**config.mk**
```make
export PLATFORM = sky130hd
export DESIGN_NAME = sipo_word_ctrl
export DESIGN_NICKNAME = d
export VERILOG_FILES = /design/src/rtl/sipo_ctrl_pkg.sv /design/src/rtl/sipo_shift_reg.sv /design/src/rtl/sipo_word_ctrl.sv
export SDC_FILE = /design/constraint.sdc
export NUM_CORES = 1
export LEC_CHECK = 0
export CORE_AREA = 2 2 39 41
export DETAILED_ROUTE_END_ITERATION = 8
export DIE_AREA = 0 0 41 43
export DONT_BUFFER_PORTS = 1
export SYNTH_ARGS = -nofsm -noshare
export SYNTH_HDL_FRONTEND = slang
export SYNTH_SLANG_ARGS = --single-unit
```
**constraint.sdc**
```tcl
create_clock -name clk -period 1.8 [get_ports clk]
set_input_delay 0.18 -clock clk [delete_from_list [all_inputs] [get_ports clk]]
set_output_delay 0.18 -clock clk [all_outputs]
set_load 0.03 [all_outputs]
```
**src/rtl/sipo_ctrl_pkg.sv**
```systemverilog
// Shared types and constants for the serial-in/parallel-out word controller.
// Optional parity framing is enabled by defining SIPO_PARITY_EN.
package sipo_ctrl_pkg;

    typedef enum logic [1:0] {
        IDLE  = 2'd0,
        SHIFT = 2'd1,
        DONE  = 2'd2
    } state_e;

    localparam int DEFAULT_WIDTH = 4;

endpackage

```
**src/rtl/sipo_shift_reg.sv**
```systemverilog
// Left-shifting serial-to-parallel register; new bits enter at the LSB so the
// first bit received ends up in the MSB.
module sipo_shift_reg
    import sipo_ctrl_pkg::*;
#(
    parameter int WIDTH = DEFAULT_WIDTH
) (
    input  logic             clk,
    input  logic             reset,
    input  logic             clr,
    input  logic             en,
    input  logic             d,
    output logic [WIDTH-1:0] q
);

    logic [WIDTH-1:0] data_q;

    always_ff @(posedge clk) begin
        if (reset || clr) begin
            data_q <= '0;
        end else if (en) begin
            data_q <= {data_q[WIDTH-2:0], d};
        end
    end

    assign q = data_q;

endmodule

```
**src/rtl/sipo_word_ctrl.sv**
```systemverilog
// Frames a serial bit stream into WIDTH-bit words and offers them on a
// valid/ready handshake. Define SIPO_PARITY_EN to append an even-parity bit.
module sipo_word_ctrl
    import sipo_ctrl_pkg::*;
#(
    parameter int WIDTH = DEFAULT_WIDTH,
    localparam int CNT_W = $clog2(WIDTH + 2)
) (
    input  logic             clk,
    input  logic             reset,
    input  logic             start_i,
    input  logic             x_i,
    input  logic             x_valid_i,
    output logic [WIDTH-1:0] word_o,
    output logic             word_valid_o,
    input  logic             word_ready_i,
    output logic             busy_o,
    output logic [CNT_W-1:0] bit_cnt_o,
`ifdef SIPO_PARITY_EN
    output logic             parity_err_o,
`endif
    output logic             overrun_o
);

`ifdef SIPO_PARITY_EN
    localparam int FRAME_BITS = WIDTH + 1;
`else
    localparam int FRAME_BITS = WIDTH;
`endif
    localparam logic [CNT_W-1:0] LAST_IDX = CNT_W'(FRAME_BITS - 1);

    state_e           state_q, state_d;
    logic [CNT_W-1:0] bitCnt_q, bitCnt_d;
    logic [WIDTH-1:0] word_q, word_d;
    logic             wordValid_q, wordValid_d;
    logic             overrun_q, overrun_d;
`ifdef SIPO_PARITY_EN
    logic             parityErr_q, parityErr_d;
`endif

    logic             srClr;
    logic             srEn;
    logic [WIDTH-1:0] srQ;
    logic             lastBit;

    sipo_shift_reg #(
        .WIDTH (WIDTH)
    ) u_shift_reg (
        .clk   (clk),
        .reset (reset),
        .clr   (srClr),
        .en    (srEn),
        .d     (x_i),
        .q     (srQ)
    );

    assign lastBit = x_valid_i && (bitCnt_q == LAST_IDX);

    always_ff @(posedge clk) begin
        if (reset) begin
            state_q     <= IDLE;
            bitCnt_q    <= '0;
            word_q      <= '0;
            wordValid_q <= 1'b0;
            overrun_q   <= 1'b0;
`ifdef SIPO_PARITY_EN
            parityErr_q <= 1'b0;
`endif
        end else begin
            state_q     <= state_d;
            bitCnt_q    <= bitCnt_d;
            word_q      <= word_d;
            wordValid_q <= wordValid_d;
            overrun_q   <= overrun_d;
`ifdef SIPO_PARITY_EN
            parityErr_q <= parityErr_d;
`endif
        end
    end

    always_comb begin
        state_d     = state_q;
        bitCnt_d    = bitCnt_q;
        word_d      = word_q;
        wordValid_d = wordValid_q;
        overrun_d   = overrun_q;
`ifdef SIPO_PARITY_EN
        parityErr_d = parityErr_q;
`endif
        srClr       = 1'b0;
        srEn        = 1'b0;

        unique case (state_q)
            IDLE: begin
                if (start_i) begin
                    state_d  = SHIFT;
                    srClr    = 1'b1;
                    bitCnt_d = '0;
                end
            end

            SHIFT: begin
                if (start_i) begin
                    overrun_d = 1'b1;
                end
                if (x_valid_i) begin
                    bitCnt_d = bitCnt_q + CNT_W'(1);
`ifdef SIPO_PARITY_EN
                    // The parity bit closes the frame but never enters the data word.
                    srEn = !lastBit;
`else
                    srEn = 1'b1;
`endif
                end
                if (lastBit) begin
                    state_d     = DONE;
                    wordValid_d = 1'b1;
`ifdef SIPO_PARITY_EN
                    word_d      = srQ;
                    parityErr_d = ^{srQ, x_i};
`else
                    word_d      = (srQ << 1) | WIDTH'(x_i);
`endif
                end
            end

            DONE: begin
                if (x_valid_i) begin
                    overrun_d = 1'b1;
                end
                if (word_ready_i) begin
                    wordValid_d = 1'b0;
                    bitCnt_d    = '0;
                    if (start_i) begin
                        state_d = SHIFT;
                        srClr   = 1'b1;
                    end else begin
                        state_d = IDLE;
                    end
                end else if (start_i) begin
                    overrun_d = 1'b1;
                end
            end

            default: begin
                state_d = IDLE;
            end
        endcase
    end

    assign busy_o       = (state_q != IDLE);
    assign word_o       = word_q;
    assign word_valid_o = wordValid_q;
    assign bit_cnt_o    = bitCnt_q;
    assign overrun_o    = overrun_q;
`ifdef SIPO_PARITY_EN
    assign parity_err_o = parityErr_q;
`endif

endmodule

```
Word-level counts from Yosys, hierarchy flattened:

Cells that the tools add are included.

* input port bits: 6
* register bits after elaboration: 14
* output and inout bits: 10

* reductions and logical operators: 11
* add/sub/neg operators: 1
* bitwise gates (word level): 1
* mux-type cells: 22
* equal/unequal tests: 8

Operators with widths (count)
* $mux W1: 11
* $ne A2 B2 Y1 const B: 5
* $mux W3: 3
* $pmux W3 S3: 1
* $mux W2: 3
* $pmux W1 S2: 3
* $pmux W2 S3: 1
* $reduce_and A3 Y1: 2
* $or A4 B1 Y4: 1
* $reduce_and A2 Y1: 2
* $reduce_and A4 Y1: 1
* $reduce_bool A2 Y1: 2
* $add A3 B1 Y3 const B: 1
* $eq A3 B2 Y1 const B: 1
* $reduce_bool A3 Y1: 1
* $eq A2 B1 Y1 const B: 1
* $eq A2 B2 Y1 const B: 1
* $logic_not A2 Y1: 1
* $logic_and A1 B1 Y1: 1
* $logic_or A1 B1 Y1: 1

Logic depth before layout (Yosys ltp):

Gate-level depths: netlist (run 1).

* depth after elaboration: 4
* gate-level depth with buffers: 5
* gate-level depth less buffers: 5

By module:

A second synthesis (run 1) with hierarchy kept.

* cell total of the unflattened synthesis: 69
* area, all modules: 678.2 µm²

Modules (own cells, without submodules)
* sipo_word_ctrl: seq. area each 220.2 µm², times used 1, cells each 56, area an instance 533.0 µm²
* sipo_shift_reg: seq. area each 80.1 µm², times used 1, cells each 13, area an instance 145.1 µm²

Worst setup path before layout (run 1):

OpenSTA, ideal clock, no wires.

* path kind: reg-to-reg
* from: register bitCnt_q[0], in the netlist bit_cnt_o[0]
* to: register word_q[0], in the netlist word_o[0]
* required time: 1.672 ns
* library setup time: 0.128 ns
* buffers on the path: 0
* stages on the path, launching flop included: 6
* arrival: 1.387 ns
* clock period less this slack: 1.515 ns
* setup slack: 0.285 ns
* cells stage by stage: dfxtp_1 -> ha_1 -> ha_1 -> nand4b_1 -> mux2i_1 -> nor2_1

* cells in the longest elaborated chain, start to end: 3

Ends and longest elaborated chain
* start, declared: line sipo_word_ctrl.sv:33 `logic [CNT_W-1:0] bitCnt_q, bitCnt_d;`
* start signal, assigned: line sipo_word_ctrl.sv:71 `bitCnt_q <= bitCnt_d;`
* $eq A3 B2 Y1: line sipo_word_ctrl.sv:57 `assign lastBit = x_valid_i && (bitCnt_q == LAST_IDX);`
* $logic_and A1 B1 Y1: line sipo_word_ctrl.sv:57
* $reduce_and A2 Y1 (no source line)
* end signal, assigned: line sipo_word_ctrl.sv:72 `word_q <= word_d;`
* end, declared: line sipo_word_ctrl.sv:34 `logic [WIDTH-1:0] word_q, word_d;`

Every way passes these cells.
A chain may end at the register's enable or synchronous reset.

Worst setup path after layout (run 1):

* from: register bitCnt_q[0], in the netlist bit_cnt_o[0]
* to: register word_q[3], in the netlist word_o[3]

The elaborated chain is that of the path after synthesis.

==> impl_metrics.env, run 1 <==
export IMPL_synthTopCellsByArea="dfxtp_1 (46%), mux2i_1 (11%), nor2_1 (5.5%)"
export IMPL_synth_compound_area_share_pct=12.7
export IMPL_crit_start="bit_cnt_o[0]"
export IMPL_synthCells=61
export IMPL_cts_tree="built"
export IMPL_seq_area_frac_synth_pct=45.7
export IMPL_dp_cells=78
export IMPL_tns_ns=0
export IMPL_cts_setup_buffers=0
export IMPL_share_comb_of_total_power_pct=7.1
export IMPL_r2r_end="word_o[3]"
export IMPL_synth_area_sq_um=613
export IMPL_via_per_inst=5.24
export IMPL_status="completed"
export IMPL_cpLargestDelayFamily="simple AND/OR/NAND/NOR gates"
export IMPL_holdPathStages=2
export IMPL_netlist_top_cells_count="dfxtp_1 (14), nor2_1 (9), mux2i_1 (7)"
export IMPL_grt_pass1_vias=412
export IMPL_place_gp_congestion=0.611
export IMPL_p_per_area_nw_per_um2=857
export IMPL_fmaxAchievable_ghz=0.712
export IMPL_grt_max_degree=10
export IMPL_insertion_delay_ns=0.27
export IMPL_grt_pass1_wl_mm=1.63
export IMPL_cp_required_ns=1.96
export IMPL_rows=14
export IMPL_ys_warn_count=0
export IMPL_io_pins=16
export IMPL_die_x_microns=41
export IMPL_initial_core_util_pct=44.3
export IMPL_wl_per_cell_microns=13.1
export IMPL_dp_slack_ns=0.401
export IMPL_syn_num_nets=69
export IMPL_drt_total_wl_mm=1.09
export IMPL_clockPowerShare_pct=37.8
export IMPL_vias=435
export IMPL_power_leakage_nw=0.328
export IMPL_initialDrtViolationCount=4
export IMPL_p_total_uw=589
export IMPL_synth_cell_types=25
export IMPL_placed_area_sq_um=641
export IMPL_die_h_microns=43
export IMPL_ff2ff_path_depth=5
export IMPL_cts_buffers=3
export IMPL_cp_slowest_stage_delay_ns=0.34
export IMPL_finalCritPeriodShare_pct=78.1
export IMPL_drv_cap=0
export IMPL_synth_top_family_by_area="simple AND/OR/NAND/NOR gates"
export IMPL_synthFlopType="dfxtp_1"
export IMPL_antenna_found_initial=0
export IMPL_die_area_sq_um=1760
export IMPL_clk_pin_slew_ns=0.09
export IMPL_yosys_area_share_simple_pct=17.6
export IMPL_slew_headroom_pct=76.2
export IMPL_hold_path_end="u_shift_reg.q[0]"
export IMPL_end_kind="register"
export IMPL_nets=76
export IMPL_hp_class="in -> reg"
export IMPL_cp_common_cell="ha_1"
export IMPL_dr_pass1_iters=4
export IMPL_cts_root_buf="clkbuf_4"
export IMPL_worstPathMaxFanout=6
export IMPL_path_class="reg -> reg"
export IMPL_grt_remaining_overflow=0
export IMPL_area_growth_pct=12.0
export IMPL_fin_cells=83
export IMPL_setup_slack_ns=0.395
export IMPL_worst_path_buf_inv=0
export IMPL_io_buffers=0
export IMPL_synth_top_cell_by_area="dfxtp_1"
export IMPL_synth_most_common_cell="dfxtp_1"
export IMPL_cts_resized=0
export IMPL_fin_skew_ns=0.00538
export IMPL_ir_drop_mv=0.407
export IMPL_whs_ns=0.0535
export IMPL_finalCriticalPeriod_ns=1.41
export IMPL_synthMuxAreaShare_pct=15.7
export IMPL_synth_xor_area_share_pct=0
export IMPL_synthArstFlopShare_pct=0
export IMPL_p_sw_uw=131
export IMPL_syn_avg_cell_area_sq_um=10.1
export IMPL_h_tree_depth=1
export IMPL_hold_viol=0
export IMPL_p_int_uw=458
export IMPL_r2r_start="bit_cnt_o[0]"
export IMPL_cp_slowest_cell="dfxtp_1"
export IMPL_antenna_left=0
export IMPL_cp_cell_sequence="ha_1, ha_1, nand4b_1, mux2i_1, nor2_1"
export IMPL_drc=0
export IMPL_min_from="x_i"
export IMPL_power_frac_seq_pct=55.1
export IMPL_drive_above_1_share_pct=14.9
export IMPL_fin_area_sq_um=687
export IMPL_synthAdderAreaFrac_pct=4.08
export IMPL_switching_share_pct=22.3
export IMPL_finalMaxSlewViolations=0
export IMPL_cp_arrival_ns=1.56
export IMPL_setup_viol=0
export IMPL_rsz0062_at_grt="no"
export IMPL_worstSetupStartpointType="register"
export IMPL_clock_path_buffers=2
export IMPL_grt_use_total_pct=14.2
export IMPL_synth_edf_count=0
export IMPL_core_area_sq_um=1380
export IMPL_final_util_pct=49.6
export IMPL_tightestPinTransition_ns=0.355
export IMPL_ys_seq_elements=14
export IMPL_netlist_area_leader_share_pct=45.7
export IMPL_dp_hpwl_microns=790
export IMPL_cts_sinks=14
export IMPL_diodes=0
export IMPL_ff2ff_setup_slack_ns=0.39
[final cells by class]
type                            instances  area [sq um]
Multi-Input combinational cell         42           307
Inverter                                3          11.3
Timing Repair Buffer                    4          32.5
Clock buffer                            4          36.3
Fill cell                             127           697
Sequential cell                        14           280
Tap cell                               16          20.0
[metal layers]
layer,global-route usage [%],wire length (microns),vias to the layer above
li1,-,-,225
met1,17.5,528,198
met2,19.4,474,10
met3,3.66,74,2
met4,12.0,9,0
met5,0,0,-
[logic make-up (layout without fill, tap and decap cells)]
| kind of cell | Yosys count | in the layout |
|---|---|---|
| AND/OR/NAND/NOR | 20 | 20 |
| flip-flops | 14 | 14 |
| AO/OA/AOI/OAI | 11 | 11 |
| multiplexers | 9 | 9 |
| buffers and inverters | 5 | 11 |
| adder cells (fa/ha/maj) | 2 | 2 |
[flip-flops by register name (all words and copies together) (netlist names)]
name	count
bit_cnt_o	3
state_q	2
word_o	4
u_shift_reg.q	3
word_valid_o	1
overrun_o	1
[power groups by stage]
stage / logic [mW] / clock network [mW] / registers, mW
2_1_floorplan: 0.0382 / 0 / 0.331
3_3_place_gp: 0.0380 / 0 / 0.332
3_5_place_dp: 0.0379 / 0 / 0.332
4_1_cts: 0.0421 / 0.235 / 0.324
5_1_grt: 0.0452 / 0.246 / 0.326
6_report: 0.0418 / 0.222 / 0.324
[worst register-to-register path: cells and delay by family (launching register included)]
kind	cells	cell delay (ns)
and+or+nand+nor	2	0.36
DFF	1	0.34
adders and majority gates	2	0.32
muxes	1	0.27
[worst max path at each step]
| stage | slack [ns] | to | cells after the start |
|---|---|---|---|
| 6_report | 0.39 | word_o[3] | 5 |
| 4_1_cts | 0.36 | word_o[3] | 5 |
| 5_1_grt | 0.27 | word_o[3] | 5 |
| 2_1_floorplan | 0.29 | word_o[0] | 5 |
| 3_5_place_dp | 0.40 | word_o[3] | 5 |
| 3_3_place_gp | 0.45 | word_o[0] | 5 |
[timing repair]
item,CTS,global route
endpoints found under the hold margin,8,0
endpoints found under the setup margin,0,0
hold buffers,1,0
[cell usage in the layout (no fill, tap or decap), types with 2 or more instances in the layout]
cell type  netlist  layout
ha_1             2       2
dfxtp_1         14      14
nand2b_1         2       2
o21ai_1          2       2
buf_4            0       3
clkbuf_4         0       3
a21oi_1          2       2
mux2i_1          7       7
nor2_1           9       9
nor2b_1          4       4
inv_1            2       2
a21o_1           2       2
Power figures use the tool's default switching activity.
==> run 2, diff against run 1 <==
Clock period 1.8 ns to 1.2 ns, I/O delays scaled along.
==> run 2 against run 1 <==
Against the previous run:
- the run now ends with hold timing, setup timing left
- final cell count grew 13%
- sequential power grew 48%
- clock-buffer cell count is the same
- routed wire length grew 15%
- combinational power grew 98%
- final area grew 21%
==> impl_metrics.env, run 2 (synthesis results as in run 1) <==
export IMPL_grt_max_degree=13
export IMPL_io_buffers=0
export IMPL_hp_class="in -> reg"
export IMPL_area_growth_pct=35.5
export IMPL_p_per_area_nw_per_um2=1080
export IMPL_slew_headroom_pct=86.4
export IMPL_fin_cells=94
export IMPL_cp_slowest_cell="dfxtp_4"
export IMPL_grt_remaining_overflow=0
export IMPL_vias=472
export IMPL_cp_common_cell="ha_4"
export IMPL_dr_pass1_iters=2
export IMPL_p_total_uw=899
export IMPL_drive_above_1_share_pct=39.7
export IMPL_clk_pin_slew_ns=0.08
export IMPL_nets=87
export IMPL_wl_met2_microns=611
export IMPL_setup_viol=4
export IMPL_diodes=0
export IMPL_end_kind="register"
export IMPL_cts_buffers=3
export IMPL_tightestPinTransition_ns=0.204
export IMPL_drv_cap=0
export IMPL_setup_slack_ns=-0.0691
export IMPL_cpLargestDelayFamily="flip-flops"
export IMPL_status="finished with violations"
export IMPL_worst_path_buf_inv=1
export IMPL_whs_ns=-0.103
export IMPL_cp_slowest_stage_delay_ns=0.36
export IMPL_violations="hold timing, setup timing"
export IMPL_holdBufCountCts=1
export IMPL_dp_slack_ns=-0.0888
export IMPL_rows=14
export IMPL_cp_required_ns=1.38
export IMPL_die_area_sq_um=1760
export IMPL_fin_skew_ns=0.000597
export IMPL_cp_cell_sequence="ha_4, ha_4, nand4b_1, buf_4, mux2i_1, nor2_1"
export IMPL_grt_pass1_vias=503
export IMPL_clock_path_buffers=2
export IMPL_mostFrequentLayoutCell="buf_4"
export IMPL_rsz0062_at_grt="yes"
export IMPL_drc=0
export IMPL_wl_per_cell_microns=13.3
export IMPL_worstSetupStartpointType="register"
export IMPL_wl_met3_microns=59
export IMPL_via_per_inst=5.02
export IMPL_grt_pass1_wl_mm=2.13
export IMPL_wirelength_met1_microns=580
export IMPL_finalCritPeriodShare_pct=106
export IMPL_power_leakage_nw=0.390
export IMPL_dp_hpwl_microns=909
export IMPL_initial_core_util_pct=44.3
export IMPL_fillCellCount=125
export IMPL_h_tree_depth=1
export IMPL_initialDrtViolationCount=1
export IMPL_io_pins=16
export IMPL_die_x_microns=41
export IMPL_antenna_found_initial=0
export IMPL_finalCriticalPeriod_ns=1.27
export IMPL_place_gp_congestion=0.725
export IMPL_largest_reg_flops=4
export IMPL_cts_sinks=14
export IMPL_cts_root_buf="clkbuf_4"
export IMPL_cts_tree="built"
export IMPL_hold_viol=8
export IMPL_fmaxAchievable_ghz=0.788
export IMPL_top_layer="met3"
export IMPL_ir_drop_mv=0.710
export IMPL_path_class="reg -> reg"
export IMPL_core_area_sq_um=1380
export IMPL_grt_use_total_pct=17.9
export IMPL_mostFrequentLayoutCells="buf_4 (12), nor2_1 (9), dfxtp_1 (9), mux2i_1 (7), nor2b_1 (4)"
export IMPL_drt_total_wl_mm=1.25
export IMPL_antenna_left=0
export IMPL_dp_cells=89
export IMPL_finalMaxSlewViolations=0
export IMPL_insertion_delay_ns=0.27
export IMPL_die_h_microns=43
export IMPL_worstPathMaxFanout=2
export IMPL_cp_arrival_ns=1.44
-- run 2: through the flow --
stage / util (%) / area (sq um) / hold WS, ns / setup TNS (ns)
after global routing: 60.0 / 831 / -0.119 / -0.482
after global placement: 54.7 / 757 / 0.191 / -0.210
after floorplan: - / 647 / 0.264 / -0.486
after CTS: 59.0 / 817 / -0.111 / -0.228
final: 60.0 / 831 / -0.103 / -0.227
after detailed placement: 54.7 / 757 / 0.194 / -0.390
-- run 2: cell type report --
class	count	area, sq um	share of cell area (%)
Inverter	3	11.3	1.36
Sequential cell	14	294	35.4
Timing Repair Buffer	15	123	14.8
Multi-Input combinational cell	42	347	41.7
Tap cell	16	20.0	2.41
Clock buffer	4	36.3	4.37
-- run 2: path summary, 6_finish.rpt --
path,start,slack (ns),depth (start not counted),end
max,bit_cnt_o[1],-0.07,6,word_o[1]
min,reset,-0.10,1,state_q[1]
max reg2reg,bit_cnt_o[1],-0.07,6,word_o[1]
min reg2reg,word_o[3],0.51,2,word_o[3]
-- run 2: power by group --
| part | internal, mW | switching (mW) |
|---|---|---|
| clock network | 0.184 | 0.152 |
| registers | 0.469 | 0.00982 |
| logic | 0.0437 | 0.0391 |
-- run 2: routing by layer --
layer | vias to the layer above | GRT usage (%)
met5 | - | 0
li1 | 243 | -
met3 | 0 | 3.14
met2 | 10 | 27.8
met1 | 219 | 22.1
met4 | 0 | 10.0
-- run 2: worst reg2reg max path, cell delays in order (launching register included) --
cell      delay [ns]
dfxtp_4         0.36
ha_4            0.16
ha_4            0.15
nand4b_1        0.13
buf_4           0.14
mux2i_1         0.18
nor2_1          0.05
-- run 2: timing repair --
item / 4_1_cts / 5_1_grt
endpoints found under the hold margin: 9 / 8
resized for setup: 4 / 5
pin swaps: 1 / 3
setup endpoints to repair: 9 / 11
setup buffers: 0 / 0
